**src/rtl/bsg_mul_pp_feeder.sv**
```systemverilog
// Iterative unsigned partial-product generator: emits four shifted a*b[j] rows
// per 4-bit multiplier digit, terminating early once the remaining multiplier bits are zero.
module bsg_mul_pp_feeder #(
    parameter  int width_p      = 16,
    localparam int digits_lp    = width_p / 4,
    localparam int row_width_lp = width_p + 3,
    localparam int digit_w_lp   = (digits_lp > 1) ? $clog2(digits_lp) : 1
) (
    input  logic                               clk_i,
    input  logic                               reset_n_i,
    input  logic                               v_i,
    input  logic [width_p-1:0]                 a_i,
    input  logic [width_p-1:0]                 b_i,
    output logic                               ready_o,
    output logic                               v_o,
    output logic [3:0][row_width_lp-1:0]       rows_o,
    output logic [digit_w_lp-1:0]              digit_o,
    output logic                               last_o,
    input  logic                               yumi_i
);

    typedef enum logic {
        IDLE = 1'b0,
        BUSY = 1'b1
    } state_e;

    state_e                 state_q, state_d;
    logic [width_p-1:0]     a_q, a_d;
    logic [width_p-1:0]     b_q, b_d;
    logic [digit_w_lp-1:0]  digit_q, digit_d;
    logic                   busy;
    logic                   last;

    assign busy = (state_q == BUSY);

    // b_q is consumed four bits at a time, so its upper bits going to zero means no more work.
    assign last = busy & (((b_q >> 4) == '0) | (digit_q == digit_w_lp'(digits_lp - 1)));

    always_ff @(posedge clk_i or negedge reset_n_i) begin
        if (!reset_n_i) begin
            state_q <= IDLE;
            a_q     <= '0;
            b_q     <= '0;
            digit_q <= '0;
        end else begin
            state_q <= state_d;
            a_q     <= a_d;
            b_q     <= b_d;
            digit_q <= digit_d;
        end
    end

    always_comb begin
        state_d = state_q;
        a_d     = a_q;
        b_d     = b_q;
        digit_d = digit_q;
        unique case (state_q)
            IDLE: begin
                if (v_i) begin
                    a_d     = a_i;
                    b_d     = b_i;
                    digit_d = '0;
                    state_d = BUSY;
                end
            end
            BUSY: begin
                if (yumi_i) begin
                    if (last) begin
                        state_d = IDLE;
                    end else begin
                        b_d     = b_q >> 4;
                        digit_d = digit_q + 1'b1;
                    end
                end
            end
            default: state_d = IDLE;
        endcase
    end

    always_comb begin
        rows_o = '0;
        if (busy) begin
            for (int j = 0; j < 4; j++) begin
                rows_o[j] = row_width_lp'(a_q & {width_p{b_q[j]}}) << j;
            end
        end
    end

    assign ready_o = ~busy;
    assign v_o     = busy;
    assign digit_o = busy ? digit_q : '0;
    assign last_o  = last;

    yumi_only_when_valid: assert property (@(posedge clk_i) disable iff (!reset_n_i)
        !(yumi_i && !busy))
        else $error("yumi_i asserted while v_o is low");

endmodule

```
**config.mk**
```make
export PLATFORM = sky130hd
export DESIGN_NAME = bsg_mul_pp_feeder
export DESIGN_NICKNAME = d
export VERILOG_FILES = /design/src/rtl/bsg_mul_pp_feeder.sv
export SDC_FILE = /design/constraint.sdc
export NUM_CORES = 1
export LEC_CHECK = 0
export BUFFER_PORTS_ARGS = -buffer_cell sky130_fd_sc_hd__buf_2
export CAP_MARGIN = 20
export CORE_ASPECT_RATIO = 1.2
export CORE_UTILIZATION = 46
export CTS_CLUSTER_DIAMETER = 120
export CTS_CLUSTER_SIZE = 10
export DETAILED_ROUTE_END_ITERATION = 10
export PLACE_DENSITY = 0.81
export SLEW_MARGIN = 20
export SYNTH_ARGS = -nofsm -noshare
export SYNTH_HDL_FRONTEND = slang
export SYNTH_SLANG_ARGS = --single-unit
export TNS_END_PERCENT = 100
```
**constraint.sdc**
```tcl
create_clock -name clk_i -period 2.7 [get_ports clk_i]
set_clock_uncertainty 0.2 [all_clocks]
set_input_delay 0.135 -clock clk_i [delete_from_list [all_inputs] [get_ports clk_i]]
set_output_delay 0.135 -clock clk_i [all_outputs]
set_load 0.05 [all_outputs]
```
==> out/metrics.csv, run 1 <==
stage,metric,value,unit
grt,initial antenna violation count,0,
placement,number of port buffers,104,
detailed_routing,routed len/inst,15.6,µm
floorplanning,Core ar.,0.00494,mm²
final_layout,antenna fix cells,0,
placement,RD Place Congestion,0.971,
sta,Fmax,449,MHz
clock_network,CTS Sinks,35,
detailed_routing,First DRT Iteration DRCs,141,
grt,pin count of the biggest net entering global routing,36,
final_layout,"commonest non-fill, non-tap cells in the layout","104 x buf_2, 64 x and3_1, 34 x dfrtp_1",
floorplanning,chip height,80.4,µm
placement,post-placement cell area,0.00289,mm²
detailed_routing,vias,2424,
clock_network,PostCTS Resize Cnt,0,
synth,Synth area leader,dfrtp_1,
final_layout,ratio of cells with drive above 1 in the final layout,41.6,%
clock_network,CTS tree,built,
detailed_routing,drt via density,5.60,
final_layout,Final #Nets,409,
detailed_routing,iteration count of the initial detailed-routing pass,4,
detailed_routing,# DRC,0,
floorplanning,initial core utilization,47.7,%
critical_path,Worst Path Arrival,1.89,ns
synth,Mapped Cells,253,
sta,final count of negative-setup-slack endpoints,0,
critical_path,flop2flop setup slack,0.64,ns
clock_network,clock buffer depth,2,
synth,Yosys cell types,31,
grt,gr ovfl total,0,
synth,top-area cell type share of the netlist area,37.2,%
critical_path,Critical Path Start,b_q[9],
placement,DPL Wire Length,4.92,mm
grt,fraction of met1 tracks used by global routing,29.2,%
synth,Mapped Avg Cell Area,9.32,µm²
sta,Final Hold Slack,0.00468,ns
clock_network,Root Driver,clkbuf_8,
final_layout,"commonest non-fill, non-tap cell in the layout",buf_2,
floorplanning,Die X,67.4,µm
critical_path,worst-path maximum fanout,6,
worst_hold_path,Worst Hold Class,in2reg,
critical_path,Setup crit end kind,output pin,
synth,post-synthesis sequential area ratio,37.2,%
grt,global routing's busiest layer,met2,
flow_run,max-cap check violation count,0,
final_layout,Reg area,877,µm²
sta,slew margin rel.,48.9,%
grt,met2 global-route usage,43.5,%
floorplanning,DIE AREA,0.00542,mm²
grt,All-Layer GR Usage,24.6,%
sta,Slew Limit Fails,0,
final_layout,area of the multi-input gates,0.00130,mm²
critical_path,Setup Crit Path Kind,reg2out,
synth,mapped cell area,0.00236,mm²
critical_path,R2R cell count,3,
synth,Seq cells post-synth,35,
clock_network,CTS Buf Count,5,
clock_network,H-tree depth,2,
synth,largest cells by area after synthesis,"dfrtp_1 37%, and3_1 17%, mux2_2 13%",
clock_network,latest clock arrival within the worst-skew pair,0.29,ns
clock_network,clock transition at the registers of the reported paths,0.07,ns
grt,vias in the first global route,1937,
detailed_routing,post-route ant nets,0,
floorplanning,Rows,28,
final_layout,area added between synthesis and finish,36.1,%
floorplanning,I/O pin count,117,
critical_path,RR Startpoint,b_q[5],
sta,final setup TNS,0,ns
sta,RSZ-0062 raised after global routing,no,
synth,Yosys warnings,0,
final_layout,# fillers,405,
final_layout,"Design Area, Final",0.00321,mm²
critical_path,Worst setup endpoint,last_o,
grt,grt met3 use,4.69,%
critical_path,CP required,2.37,ns
critical_path,Startpoint Class,register,
sta,Slew @ Worst Pin,0.766,ns
sta,"Hold Vio Cnt, Final",0,
critical_path,reg2reg end,digit_q[0],
detailed_routing,final wirelength,6.77,mm
grt,first-pass GRT wire length,9.63,mm
sta,final period utilization,82.5,%
sta,min Tclk post-route,2.23,ns
final_layout,post-layout util,65.0,%
outcome,status,"complete, no violations",
==> worst min-delay path by stage <==
| stage | slack, ns | start | cells past startpoint | to |
|---|---|---|---|---|
| final | 0.005 | b_i[15] | 3 | b_q[15] |
| after global routing | 0.06 | b_i[15] | 3 | b_q[15] |
| after CTS | 0.006 | b_i[15] | 3 | b_q[15] |
| after detailed placement | 0.05 | reset_n_i | 1 | a_q[13] |
| after global placement | 0.05 | reset_n_i | 1 | a_q[12] |
| after floorplan | -0.36 | reset_n_i | 0 | a_q[0] |
==> timing repair <==
item,CTS,global route
hold buffers,22,0
buffers inserted,0,0
hold endpoints to repair,56,0
==> synthesized netlist by cell type (all sizes together) <==
master / count
nand2b: 5
nand2: 13
nand3b: 1
and2: 1
a211oi: 4
clkinv: 1
o22ai: 9
inv: 14
a311oi: 4
buf: 17
dfrtp: 35
nor4: 5
a221oi: 7
o22a: 1
conb: 1
mux2i: 5
o311a: 1
and3: 64
clkbuf: 16
a31oi: 2
mux2: 28
or3: 1
nor2b: 4
ha: 1
or4: 3
nor2: 2
a222oi: 1
o21ai: 7
==> cells by family (layout without fill, tap and decap cells) <==
logic type                 after synthesis  count (layout)  share of synthesized area (%)
other                                    1              12                          0.159
AOI/OAI and AO/OA                       36              36                           11.0
DFF                                     35              35                           37.2
muxes                                   33              33                           15.5
buffers and inverters                   48             157                           9.82
adders and majority gates                1               1                          0.531
and+or+nand+nor                         99              99                           25.8
==> cell type report <==
class | instances | area share, %
Multi-Input combinational cell | 181 | 40.4
Inverter | 15 | 1.75
Tap cell | 60 | 2.34
Clock buffer | 7 | 3.00
Clock inverter | 1 | 0.234
Sequential cell | 35 | 27.3
Timing Repair Buffer | 134 | 25.0
==> worst max-delay path: stages, from the launching register on <==
cell     delay (ns)
dfrtp_1        0.42
nor4_2         0.54
a31oi_1        0.24
nor2_2         0.14
buf_2          0.27
==> stage by stage <==
step / setup WS (ns) / std cells
2_1_floorplan: 0.199 / 264
5_1_grt: 0.370 / 433
6_report: 0.472 / 433
3_3_place_gp: 0.692 / 403
3_5_place_dp: 0.663 / 403
4_1_cts: 0.486 / 433
==> state kept, by name, indices dropped and copies added (netlist names) <==
| register | cells |
|---|---|
| b_q | 16 |
| digit_q | 2 |
| v_o | 1 |
| a_q | 16 |
==> metal layers <==
layer	share of wire [%]	vias to the layer above
met5	0	-
met4	1.9	0
met3	8.8	11
met2	49	135
met1	40	1131
li1	-	1147
Power of run 1 is left out: the tool's default activity adds up to more than one toggle a clock period on the data nets, which glitch-free logic cannot reach.
==> inputs of run 2 (changes only) <==
ABC_AREA = 1   (was not set)
CORE_UTILIZATION = 45   (was 46)
clock period = 2.1 ns   (was 2.7 ns; I/O delays follow)
==> out/metrics.csv, run 2 <==
stage,metric,value,unit,change
critical_path,worst-path maximum fanout,17,,+11
final_layout,Final #Nets,456,,+11%
floorplanning,chip height,78.3,µm,-2.7%
power,Internal Power,2.10,mW,
worst_hold_path,Hold EP,v_o,,
sta,slew margin rel.,49.2,%,+0.23 points
detailed_routing,final wirelength,6.30,mm,-7.0%
grt,vias in the first global route,2176,,+12%
detailed_routing,First DRT Iteration DRCs,102,,-28%
placement,DPL Wire Length,4.09,mm,-17%
power,Sw Ratio,57.1,%,
power,Net Sw Power,2.80,mW,
critical_path,reg2reg end,b_q[12],,
synth,Synth area leader,dfrtp_1,,
synth,largest cells by area after synthesis,"dfrtp_1 40%, nand2_1 15%, nor2_1 13%",,
placement,number of port buffers,104,,unchanged
synth,mapped cell area,0.00218,mm²,-7.5%
synth,top-area cell type share of the netlist area,40.2,%,+3.0 points
detailed_routing,iteration count of the initial detailed-routing pass,4,,unchanged
final_layout,# fillers,391,,-3.5%
final_layout,area of the multi-input gates,0.00111,mm²,-14%
grt,pin count of the biggest net entering global routing,36,,unchanged
detailed_routing,drt via density,4.81,,-14%
final_layout,"commonest non-fill, non-tap cells in the layout","102 x buf_2, 88 x nand2_1, 73 x nor2_1",,
synth,top_reg_cell synth,dfrtp_1,,
floorplanning,Die X,65.6,µm,-2.7%
sta,Slew @ Worst Pin,0.763,ns,-0.00343 ns
critical_path,Worst Path Arrival,1.66,ns,-0.23 ns
critical_path,RR Startpoint,v_o,,
sta,final period utilization,93.5,%,
worst_hold_path,Worst Hold Class,in2reg,,
synth,Seq cells post-synth,35,,unchanged
detailed_routing,routed len/inst,13.2,µm,-16%
synth,Post-Synth Simple-Gate Area,38.0,%,+12 points
critical_path,CP required,1.79,ns,-0.58 ns
clock_network,CTS tree,built,,
power,PwrDens,1570,mW/mm²,
critical_path,flop2flop setup slack,0.39,ns,-0.25 ns
grt,All-Layer GR Usage,26.1,%,+1.6 points
synth,post-synthesis sequential area ratio,40.2,%,+3.0 points
critical_path,Startpoint Class,register,,
synth,post-synthesis xor/xnor area fraction,0,%,unchanged
final_layout,Reg area,877,µm²,unchanged
sta,RSZ-0062 raised after global routing,no,,
floorplanning,Rows,27,,-3.6%
sta,min Tclk post-route,1.96,ns,
floorplanning,initial core utilization,47.1,%,-0.60 points
synth,Post-synth EDFFs,0,,unchanged
clock_network,clock transition at the registers of the reported paths,0.07,ns,about the same
clock_network,clock buffer depth,2,,unchanged
synth,post-synthesis mux area share,9.98,%,-5.5 points
synth,Yosys warnings,0,,unchanged
synth,Yosys cell types,22,,-29%
sta,Slew Limit Fails,0,,unchanged
detailed_routing,vias,2301,,-5.1%
final_layout,ratio of cells with drive above 1 in the final layout,34.0,%,-7.5 points
grt,first-pass GRT wire length,10.2,mm,+5.8%
critical_path,R2R cell count,4,,+1
detailed_routing,# DRC,0,,unchanged
synth,post-synthesis compound-gate area fraction,0.344,%,-11 points
floorplanning,Core ar.,0.00463,mm²,-6.3%
synth,Post-Synth Adder-Cell Area,0.574,%,+0.043 points
synth,list of most frequent post-synthesis cells,"88 x nand2_1, 73 x nor2_1, 35 x dfrtp_1, 18 x nand3_1, 12 x buf_4",,
worst_hold_path,Min-Delay Path Depth,3,,unchanged
flow_run,max-cap check violation count,0,,unchanged
floorplanning,I/O pin count,117,,unchanged
final_layout,area added between synthesis and finish,43.2,%,
synth,Mapped Cells,283,,+12%
clock_network,CTS Buf Count,5,,unchanged
power,total power draw,4.90,mW,
grt,initial antenna violation count,0,,unchanged
detailed_routing,post-route ant nets,0,,unchanged
final_layout,"commonest non-fill, non-tap cell in the layout",buf_2,,
power,Static Leak,1.84,nW,
placement,RD Place Congestion,0.888,,-8.6%
synth,Mapped Avg Cell Area,7.71,µm²,-17%
clock_network,Setup Buffers After CTS,0,,unchanged
synth,largest family of logic cells by synthesized area,simple AND/OR/NAND/NOR gates,,
sta,Fmax,509,MHz,
clock_network,latest clock arrival within the worst-skew pair,0.28,ns,about the same
power,VDD IR-drop max,0.000791,V,
floorplanning,DIE AREA,0.00513,mm²,-5.3%
worst_hold_path,worst hold path startpoint,v_i,,
sta,final count of negative-setup-slack endpoints,0,,unchanged
critical_path,Setup Crit Path Kind,reg2out,,
sta,"Hold Vio Cnt, Final",0,,unchanged
grt,gr ovfl total,0,,unchanged
clock_network,H-tree depth,2,,unchanged
power,Logic pwr share,66.1,%,
outcome,status,"complete, no violations",,
critical_path,Setup crit end kind,output pin,,
clock_network,CTS Sinks,35,,unchanged
synth,asr flop ratio synth,100,%,unchanged
final_layout,Top Registers,"a_q (16), b_q (16), digit_q (2)",,
power,Clock power frac,9.6,%,
synth,most frequent cell after synthesis,nand2_1,,
power,share of total power in sequential cells,24.3,%,
final_layout,antenna fix cells,0,,unchanged
sta,final setup TNS,0,ns,unchanged
clock_network,Root Driver,clkbuf_8,,
[run 2: cell count changes in the layout (fill, tap and decap cells not counted), sizes merged, moves of 9 or more]
cell and change:
nand2 +85, nor2 +74, and3 -64, nand3 +18
dlygate4sd3 +15, mux2 -12, o22ai -9
[run 2: how the worst max path moves through the flow]
stage / start / end / slack, ns / cells past startpoint
final: v_o / rows_o[13] / 0.14 / 4
after global routing: b_q[5] / last_o / 0.003 / 8
after CTS: v_o / last_o / 0.06 / 4
after detailed placement: v_o / last_o / 0.37 / 4
after global placement: v_o / last_o / 0.41 / 4
after floorplan: v_o / rows_o[0] / 0.02 / 4
[run 2: layout make-up]
type                            count  share of cell area [%]
Timing Repair Buffer              143                    30.0
Multi-Input combinational cell    223                    35.6
Clock buffer                        7                    2.44
Clock inverter                      1                   0.160
Tap cell                           58                    2.32
Inverter                           11                    1.40
Sequential cell                    35                    28.1
[run 2: what timing repair did]
item                                    CTS  global route
endpoints found under the setup margin    0            23
endpoints found under the hold margin    68             0
gates resized for setup                   0             1
hold buffers                             37             0
[run 2: metrics by stage]
stage	hold WS, ns	cell area [µm²]	instances	setup slack (ns)	util (%)
5_1_grt	0.0748	3120	478	0.00315	67.5
4_1_cts	0.0474	3120	478	0.0571	67.5
6_report	0.0470	3120	478	0.136	67.5
3_3_place_gp	0.0177	2670	433	0.412	57.7
2_1_floorplan	-0.391	2220	294	0.0154	-
3_5_place_dp	0.0236	2670	433	0.370	57.7
[run 2: power groups by stage]
stage | registers [mW] | logic [mW] | clock network (mW)
finish | 1.19 | 3.24 | 0.471
CTS | 1.19 | 3.23 | 0.474
floorplan | 1.15 | 2.66 | 0
global route | 1.23 | 3.50 | 0.501
detailed placement | 1.20 | 3.16 | 0
global placement | 1.18 | 3.12 | 0
[run 2: layer usage]
metal  routed length [µm]  GRT usage (%)  part of all wire, %
met1                 2590           29.8                   41
met2                 3250           47.5                   52
met3                  354           4.22                  5.6
met4                  102           10.2                  1.6
met5                    0              0                    0
[run 2: worst max-delay path, cell delays in order (launching register included)]
cell	delay [ns]
dfrtp_2	0.48
buf_4	0.28
nand2_1	0.15
nor2_1	0.16
buf_2	0.29
[run 2: cells by family after synthesis]
group / Yosys count
buffers and inverters: 36
AOI/OAI and AO/OA: 1
DFF: 35
adders and majority gates: 1
and+or+nand+nor: 193
muxes: 16
other: 1
(Power assumes the default switching activity.)
